--- src/rtl/mode_sequencer_if.sv ---
// Button/tick inputs and mode/blink outputs of the clock's mode sequencer.
// master drives the pulses and observes the mode; slave is the sequencer itself.
interface mode_sequencer_if;
    logic       tick_sec;
    logic       tick_blink;
    logic       mode_btn;
    logic       edit_btn;
    logic       up_btn;
    logic       down_btn;
    logic [3:0] state;
    logic       edit_active;
    logic       commit;
    logic       abort;
    logic [7:0] blank_mask;

    modport master (
        output tick_sec, tick_blink, mode_btn, edit_btn, up_btn, down_btn,
        input  state, edit_active, commit, abort, blank_mask
    );

    modport slave (
        input  tick_sec, tick_blink, mode_btn, edit_btn, up_btn, down_btn,
        output state, edit_active, commit, abort, blank_mask
    );
endinterface

--- src/rtl/mode_sequencer.sv ---
// Display-mode / edit-field controller for the digital clock with timeout and field blink.
// Optional macro EDIT_MODE_ABORT_EN: mode_btn inside an edit aborts back to the parent display.
module mode_sequencer #(
    parameter int TIMEOUT_S = 30
) (
    input  logic            clk,
    input  logic            rst,
    mode_sequencer_if.slave bus
);

    typedef enum logic [3:0] {
        TIME_DISP         = 4'd0,
        DATE_DISP         = 4'd1,
        TIME_EDIT_SECOND  = 4'd2,
        TIME_EDIT_MINUTE  = 4'd3,
        TIME_EDIT_HOUR    = 4'd4,
        TIME_EDIT_DAY     = 4'd5,
        TIME_EDIT_MONTH   = 4'd6,
        TIME_EDIT_YEAR    = 4'd7,
        ALARM_DISP        = 4'd8,
        ALARM_EDIT_SECOND = 4'd9,
        ALARM_EDIT_MINUTE = 4'd10,
        ALARM_EDIT_HOUR   = 4'd11,
        TIMER_DISP        = 4'd12,
        TIMER_EDIT_SECOND = 4'd13,
        TIMER_EDIT_MINUTE = 4'd14,
        TIMER_EDIT_HOUR   = 4'd15
    } state_e;

    localparam logic [7:0] TIMEOUT_L = 8'(TIMEOUT_S);

    function automatic logic is_edit(input state_e s);
        return !(s inside {TIME_DISP, DATE_DISP, ALARM_DISP, TIMER_DISP});
    endfunction

    function automatic logic is_last_field(input state_e s);
        return s inside {TIME_EDIT_HOUR, TIME_EDIT_YEAR, ALARM_EDIT_HOUR, TIMER_EDIT_HOUR};
    endfunction

    function automatic state_e parent_of(input state_e s);
        state_e r;
        case (s)
            TIME_EDIT_SECOND, TIME_EDIT_MINUTE, TIME_EDIT_HOUR:    r = TIME_DISP;
            TIME_EDIT_DAY, TIME_EDIT_MONTH, TIME_EDIT_YEAR:        r = DATE_DISP;
            ALARM_EDIT_SECOND, ALARM_EDIT_MINUTE, ALARM_EDIT_HOUR: r = ALARM_DISP;
            TIMER_EDIT_SECOND, TIMER_EDIT_MINUTE, TIMER_EDIT_HOUR: r = TIMER_DISP;
            default:                                               r = s;
        endcase
        return r;
    endfunction

    function automatic state_e next_mode(input state_e s);
        state_e r;
        case (s)
            TIME_DISP:  r = DATE_DISP;
            DATE_DISP:  r = ALARM_DISP;
            ALARM_DISP: r = TIMER_DISP;
            default:    r = TIME_DISP;
        endcase
        return r;
    endfunction

    function automatic state_e first_field(input state_e s);
        state_e r;
        case (s)
            TIME_DISP:  r = TIME_EDIT_SECOND;
            DATE_DISP:  r = TIME_EDIT_DAY;
            ALARM_DISP: r = ALARM_EDIT_SECOND;
            default:    r = TIMER_EDIT_SECOND;
        endcase
        return r;
    endfunction

    // Last fields map to their parent; callers check is_last_field first.
    function automatic state_e next_field(input state_e s);
        state_e r;
        case (s)
            TIME_EDIT_SECOND:  r = TIME_EDIT_MINUTE;
            TIME_EDIT_MINUTE:  r = TIME_EDIT_HOUR;
            TIME_EDIT_DAY:     r = TIME_EDIT_MONTH;
            TIME_EDIT_MONTH:   r = TIME_EDIT_YEAR;
            ALARM_EDIT_SECOND: r = ALARM_EDIT_MINUTE;
            ALARM_EDIT_MINUTE: r = ALARM_EDIT_HOUR;
            TIMER_EDIT_SECOND: r = TIMER_EDIT_MINUTE;
            TIMER_EDIT_MINUTE: r = TIMER_EDIT_HOUR;
            default:           r = parent_of(s);
        endcase
        return r;
    endfunction

    function automatic logic [7:0] field_mask(input state_e s);
        logic [7:0] m;
        case (s)
            TIME_EDIT_SECOND, TIMER_EDIT_SECOND: m = 8'h03;
            TIME_EDIT_MINUTE, TIMER_EDIT_MINUTE: m = 8'h18;
            TIME_EDIT_HOUR, TIMER_EDIT_HOUR:     m = 8'hC0;
            TIME_EDIT_DAY:                       m = 8'h03;
            TIME_EDIT_MONTH:                     m = 8'h0C;
            TIME_EDIT_YEAR:                      m = 8'hF0;
            ALARM_EDIT_SECOND:                   m = 8'h03;
            ALARM_EDIT_MINUTE:                   m = 8'h0C;
            ALARM_EDIT_HOUR:                     m = 8'h30;
            default:                             m = 8'h00;
        endcase
        return m;
    endfunction

    state_e     state_q, state_d;
    logic [7:0] cnt_q, cnt_d;
    logic       phase_q, phase_d;
    logic       commit_q, commit_d;
    logic       abort_q, abort_d;
    logic       edit_active_q, edit_active_d;
    logic [7:0] blank_mask_q, blank_mask_d;

    always_comb begin
        state_d  = state_q;
        cnt_d    = cnt_q;
        phase_d  = phase_q;
        commit_d = 1'b0;
        abort_d  = 1'b0;

        if (!is_edit(state_q)) begin
            cnt_d   = 8'd0;
            phase_d = 1'b0;
            if (bus.edit_btn) begin
                state_d = first_field(state_q);
            end else if (bus.mode_btn) begin
                state_d = next_mode(state_q);
            end
        end else if (bus.edit_btn) begin
            cnt_d    = 8'd0;
            phase_d  = 1'b0;
            state_d  = next_field(state_q);
            commit_d = is_last_field(state_q);
        end
`ifdef EDIT_MODE_ABORT_EN
        else if (bus.mode_btn) begin
            cnt_d   = 8'd0;
            phase_d = 1'b0;
            state_d = parent_of(state_q);
            abort_d = 1'b1;
        end
`endif
        else if (bus.up_btn || bus.down_btn) begin
            cnt_d   = 8'd0;
            phase_d = 1'b0;
        end else if (bus.tick_sec && (cnt_q == TIMEOUT_L)) begin
            // Expiry needs one further tick after the count reaches the limit.
            cnt_d   = 8'd0;
            phase_d = 1'b0;
            state_d = parent_of(state_q);
            abort_d = 1'b1;
        end else begin
            if (bus.tick_sec) begin
                cnt_d = cnt_q + 8'd1;
            end
            if (bus.tick_blink) begin
                phase_d = ~phase_q;
            end
        end

        edit_active_d = is_edit(state_d);
        blank_mask_d  = field_mask(state_d) & {8{phase_d}};
    end

    always_ff @(posedge clk) begin
        if (rst) begin
            state_q       <= TIME_DISP;
            cnt_q         <= 8'd0;
            phase_q       <= 1'b0;
            commit_q      <= 1'b0;
            abort_q       <= 1'b0;
            edit_active_q <= 1'b0;
            blank_mask_q  <= 8'h00;
        end else begin
            state_q       <= state_d;
            cnt_q         <= cnt_d;
            phase_q       <= phase_d;
            commit_q      <= commit_d;
            abort_q       <= abort_d;
            edit_active_q <= edit_active_d;
            blank_mask_q  <= blank_mask_d;
        end
    end

    assign bus.state       = state_q;
    assign bus.edit_active = edit_active_q;
    assign bus.commit      = commit_q;
    assign bus.abort       = abort_q;
    assign bus.blank_mask  = blank_mask_q;

endmodule

--- src/flat_wrapper.sv ---
// flat-port wrapper written by rule: the top's interface ports become plain ports
module mode_sequencer_flat 
#(
    parameter int TIMEOUT_S = 30
)
  (clk, rst, bus_tick_sec, bus_tick_blink, bus_mode_btn, bus_edit_btn, bus_up_btn, bus_down_btn, bus_state, bus_edit_active, bus_commit, bus_abort, bus_blank_mask);
  mode_sequencer_if bus_i ();
  input  logic clk;
  input  logic rst;
  input wire logic [$bits(bus_i.tick_sec)-1:0] bus_tick_sec;
  input wire logic [$bits(bus_i.tick_blink)-1:0] bus_tick_blink;
  input wire logic [$bits(bus_i.mode_btn)-1:0] bus_mode_btn;
  input wire logic [$bits(bus_i.edit_btn)-1:0] bus_edit_btn;
  input wire logic [$bits(bus_i.up_btn)-1:0] bus_up_btn;
  input wire logic [$bits(bus_i.down_btn)-1:0] bus_down_btn;
  output wire logic [$bits(bus_i.state)-1:0] bus_state;
  output wire logic [$bits(bus_i.edit_active)-1:0] bus_edit_active;
  output wire logic [$bits(bus_i.commit)-1:0] bus_commit;
  output wire logic [$bits(bus_i.abort)-1:0] bus_abort;
  output wire logic [$bits(bus_i.blank_mask)-1:0] bus_blank_mask;
  assign bus_i.tick_sec = bus_tick_sec;
  assign bus_i.tick_blink = bus_tick_blink;
  assign bus_i.mode_btn = bus_mode_btn;
  assign bus_i.edit_btn = bus_edit_btn;
  assign bus_i.up_btn = bus_up_btn;
  assign bus_i.down_btn = bus_down_btn;
  assign bus_state = bus_i.state;
  assign bus_edit_active = bus_i.edit_active;
  assign bus_commit = bus_i.commit;
  assign bus_abort = bus_i.abort;
  assign bus_blank_mask = bus_i.blank_mask;
  mode_sequencer #(.TIMEOUT_S(TIMEOUT_S)) u_core (.clk(clk), .rst(rst), .bus(bus_i));
endmodule
--- config.mk ---
export PLATFORM = sky130hd
export DESIGN_NAME = mode_sequencer_flat
export DESIGN_NICKNAME = d
export VERILOG_FILES = /design/src/rtl/mode_sequencer_if.sv /design/src/rtl/mode_sequencer.sv /design/src/flat_wrapper.sv
export SDC_FILE = /design/constraint.sdc
export NUM_CORES = 1
export LEC_CHECK = 0
export CAP_MARGIN = 25
export CORE_MARGIN = 4
export CORE_UTILIZATION = 25
export DETAILED_ROUTE_END_ITERATION = 8
export PLACE_DENSITY_LB_ADDON = 0.08
export SLEW_MARGIN = 30
export SYNTH_ARGS = -nofsm -noshare
export SYNTH_HDL_FRONTEND = slang
export SYNTH_SLANG_ARGS = --single-unit
--- constraint.sdc ---
create_clock -name clk -period 7.5 [get_ports clk]
set_clock_uncertainty 0.2 [all_clocks]
set_input_delay 1.875 -clock clk [delete_from_list [all_inputs] [get_ports clk]]
set_output_delay 1.875 -clock clk [all_outputs]
set_load 0.02 [all_outputs]
==> run_results.csv <==
group,metric,value,unit
timing,setup_viol,0,
job,maxCapViolations,0,
cells_and_area,layout-drive-gt1-share,0.115,
global_route,grt_antenna_before_repair,0,
placement,routabilityCongestion,0.674,
hold_path,hold_end,"u_core.cnt_q[6]",
hold_path,hold_depth,2,
worst_setup_path,crit-reg2reg-launch,"u_core.cnt_q[1]",
placement,dpl.hpwl,1.90,mm
yosys,synthArstFlopShare,0,
route,viasPerCell,4.34,
yosys,yosys_warnings,0,
worst_setup_path,critPathLaunchType,"primary input",
clocking,postCtsSetupBuffers,0,
yosys,synth_area,1250,um^2
worst_setup_path,worstSetupStartpoint,"bus_tick_sec",
pwr,p_leak,0.562,nW
floorplan,die_height,78.8,um
cells_and_area,multi_input_area,734,um^2
cells_and_area,nets,171,
yosys,synth.largest_area_cell,"dfxtp_1",
route,drt-pass1-iter-count,4,
cells_and_area,fill_cells,511,
clocking,ctsHoldBuffers,0,
global_route,grt_pass1_vias,935,
floorplan,core,4790,um^2
yosys,synth_area_per_cell,9.02,um^2
yosys,ys_ff_latch,22,
placement,io_buffers,22,
floorplan,io_pins,23,
floorplan,rows,25,
route,post_drt_wl_per_cell,11.6,um
timing,hold_viol,0,
hold_path,worstHoldStart,"u_core.cnt_q[6]",
floorplan,chipWidth,78.8,um
cells_and_area,n_antenna_cell,0,
worst_setup_path,regToRegEndpoint,"u_core.bus.edit_active",
worst_setup_path,cp_data_arrival_time,4.24,ns
yosys,synth_edf_count,0,
worst_setup_path,rr_worst_depth,9,
route,drt_iter0_drc,33,
clocking,cts-root-buf,"clkbuf_8",
route,drc_errors,0,
yosys,yosys_most_used_dff,"dfxtp_1",
placement,place_area,1510,um^2
timing,rsz0062_at_grt,"no",
yosys,netlist.area_leader.share,0.351,
yosys,yosysSeqAreaShare,0.351,
pwr,ir_worst_vdd,0.125,mV
clocking,cts.sinks,22,
floorplan,fp.dieArea,6210,um^2
route,ant_nets,0,
cells_and_area,syn_to_final_growth,24.5,%
route,totalWireLength,2.60,mm
global_route,track_usage,0.0892,
yosys,synth_area_leaders,"dfxtp_1 35%, ha_1 6.0%, nor2_1 5.4%, xor2_1 4.9%, mux2i_1 4.0%",
hold_path,hold_class,"reg -> reg",
timing,fmax,235,MHz
worst_setup_path,worstPathRequired,7.48,ns
global_route,gr-total-overflow,0,
yosys,synth_fp_nets,153,
timing,fin_tns_setup,0,ns
global_route,grt_max_degree,17,
clocking,cts_tree,"built",
clocking,htree_num_levels,1,
floorplan,start_util,0.262,
worst_setup_path,cp_max_fo,7,
worst_setup_path,cp-end-kind,"flip-flop",
timing,slew_viol_final,0,
cells_and_area,final_cell_mix,"22 x clkdlybuf4s50_1, 22 x dfxtp_1, 18 x nor2_1",
cells_and_area,finish.instance_area,1560,um^2
clocking,path_clk_slew,0.08,ns
timing,finalCritPeriodShare,0.567,
global_route,grt_pass1_wl,4.44,mm
yosys,ys_types,50,
timing,period_needed,4.26,ns
timing,slew_headroom,0.615,
clocking,clk_latency,0.26,ns
worst_setup_path,critPathKind,"in -> reg",
worst_setup_path,ff2ff_setup_slack,4.80,ns
pwr,power_density,207,nW/um^2
clocking,ctsLongestPathBuffers,2,
cells_and_area,final_util,0.326,
clocking,cts_resized,0,
timing,worstMarginPinSlew,0.577,ns
clocking,cts_inserted_buffers,3,
cells_and_area,regArea,440,um^2
yosys,synth_cells,139,
outcome,status,"complete, no violations",
route,vias,968,
flip-flops by register name, indices dropped and copies added, names as in the netlist:
signal and flops:
u_core.cnt_q 8, u_core.bus.blank_mask 6, u_core.bus.state 4, u_core.bus.abort 1
u_core.bus.commit 1, u_core.bus.edit_active 1, u_core.phase_q 1
worst max-delay path: stages:
cell             delay [ns]
clkdlybuf4s50_1        0.60
nand4_1                0.30
o31a_1                 0.36
a311oi_1               0.27
o22a_2                 0.24
inv_1                  0.06
ha_1                   0.21
a211o_1                0.25
o21ai_0                0.07
synthesized netlist by cell type, types with 2 or more instances:
cell / number
dfxtp_1: 22
nor2_1: 18
nand2_1: 11
xor2_1: 7
ha_1: 6
inv_1: 6
mux2i_1: 5
nor3_1: 4
o21ai_0: 4
a211oi_1: 3
buf_2: 3
clkbuf_1: 3
nand4_1: 3
nor2b_1: 3
xnor2_1: 3
buf_4: 2
nand2b_4: 2
nand3_1: 2
worst max path at each step:
stage,slack [ns],cells past startpoint,endpoint
6_report,3.24,9,u_core.bus.edit_active
5_1_grt,2.96,9,u_core.bus.edit_active
4_1_cts,3.22,9,u_core.bus.edit_active
3_5_place_dp,2.94,9,u_core.bus.edit_active
3_3_place_gp,3.04,9,u_core.bus.edit_active
2_1_floorplan,3.70,9,u_core.bus.edit_active
power by group:
group	leakage, nW	internal (mW)	total, mW	switching [mW]
clock network	0.0288	0.0468	0.0853	0.0385
logic	0.355	0.0498	0.0986	0.0488
registers	0.178	0.123	0.138	0.0152
total	0.562	0.220	0.322	0.103
area by class of cell:
type	instances	area share
multi-input cells	101	0.471
clock buffers	4	0.0353
inverters	7	0.0168
flip-flops and latches	22	0.282
well taps	67	0.0537
repair buffers	22	0.141
metal layers:
metal / up-vias / global-route usage / routed length (um)
met5: - / 0 / 0
met4: 0 / 0.0206 / 15
met3: 2 / 0.0306 / 95
met2: 10 / 0.146 / 1250
met1: 446 / 0.113 / 1230
li1: 510 / - / -
stage by stage:
step	instances	setup WS, ns	power, mW	hold WS [ns]
after floorplan	139	3.70	0.211	0.272
after global placement	219	3.04	0.241	0.295
after detailed placement	219	2.94	0.241	0.305
after CTS	223	3.22	0.329	0.318
after global routing	223	2.96	0.348	0.341
final	223	3.24	0.322	0.316
logic make-up (layout without fill, tap and decap cells):
family / count (synthesis) / count (layout) / synth area share
DFF: 22 / 22 / 0.351
adders and majority gates: 6 / 6 / 0.0599
AOI/OAI and AO/OA: 18 / 18 / 0.117
muxes: 7 / 7 / 0.0579
buffers and inverters: 16 / 33 / 0.0629
xor gates and xnor gates: 10 / 10 / 0.0699
and+or+nand+nor: 60 / 60 / 0.281
(Power assumes the default switching activity.)
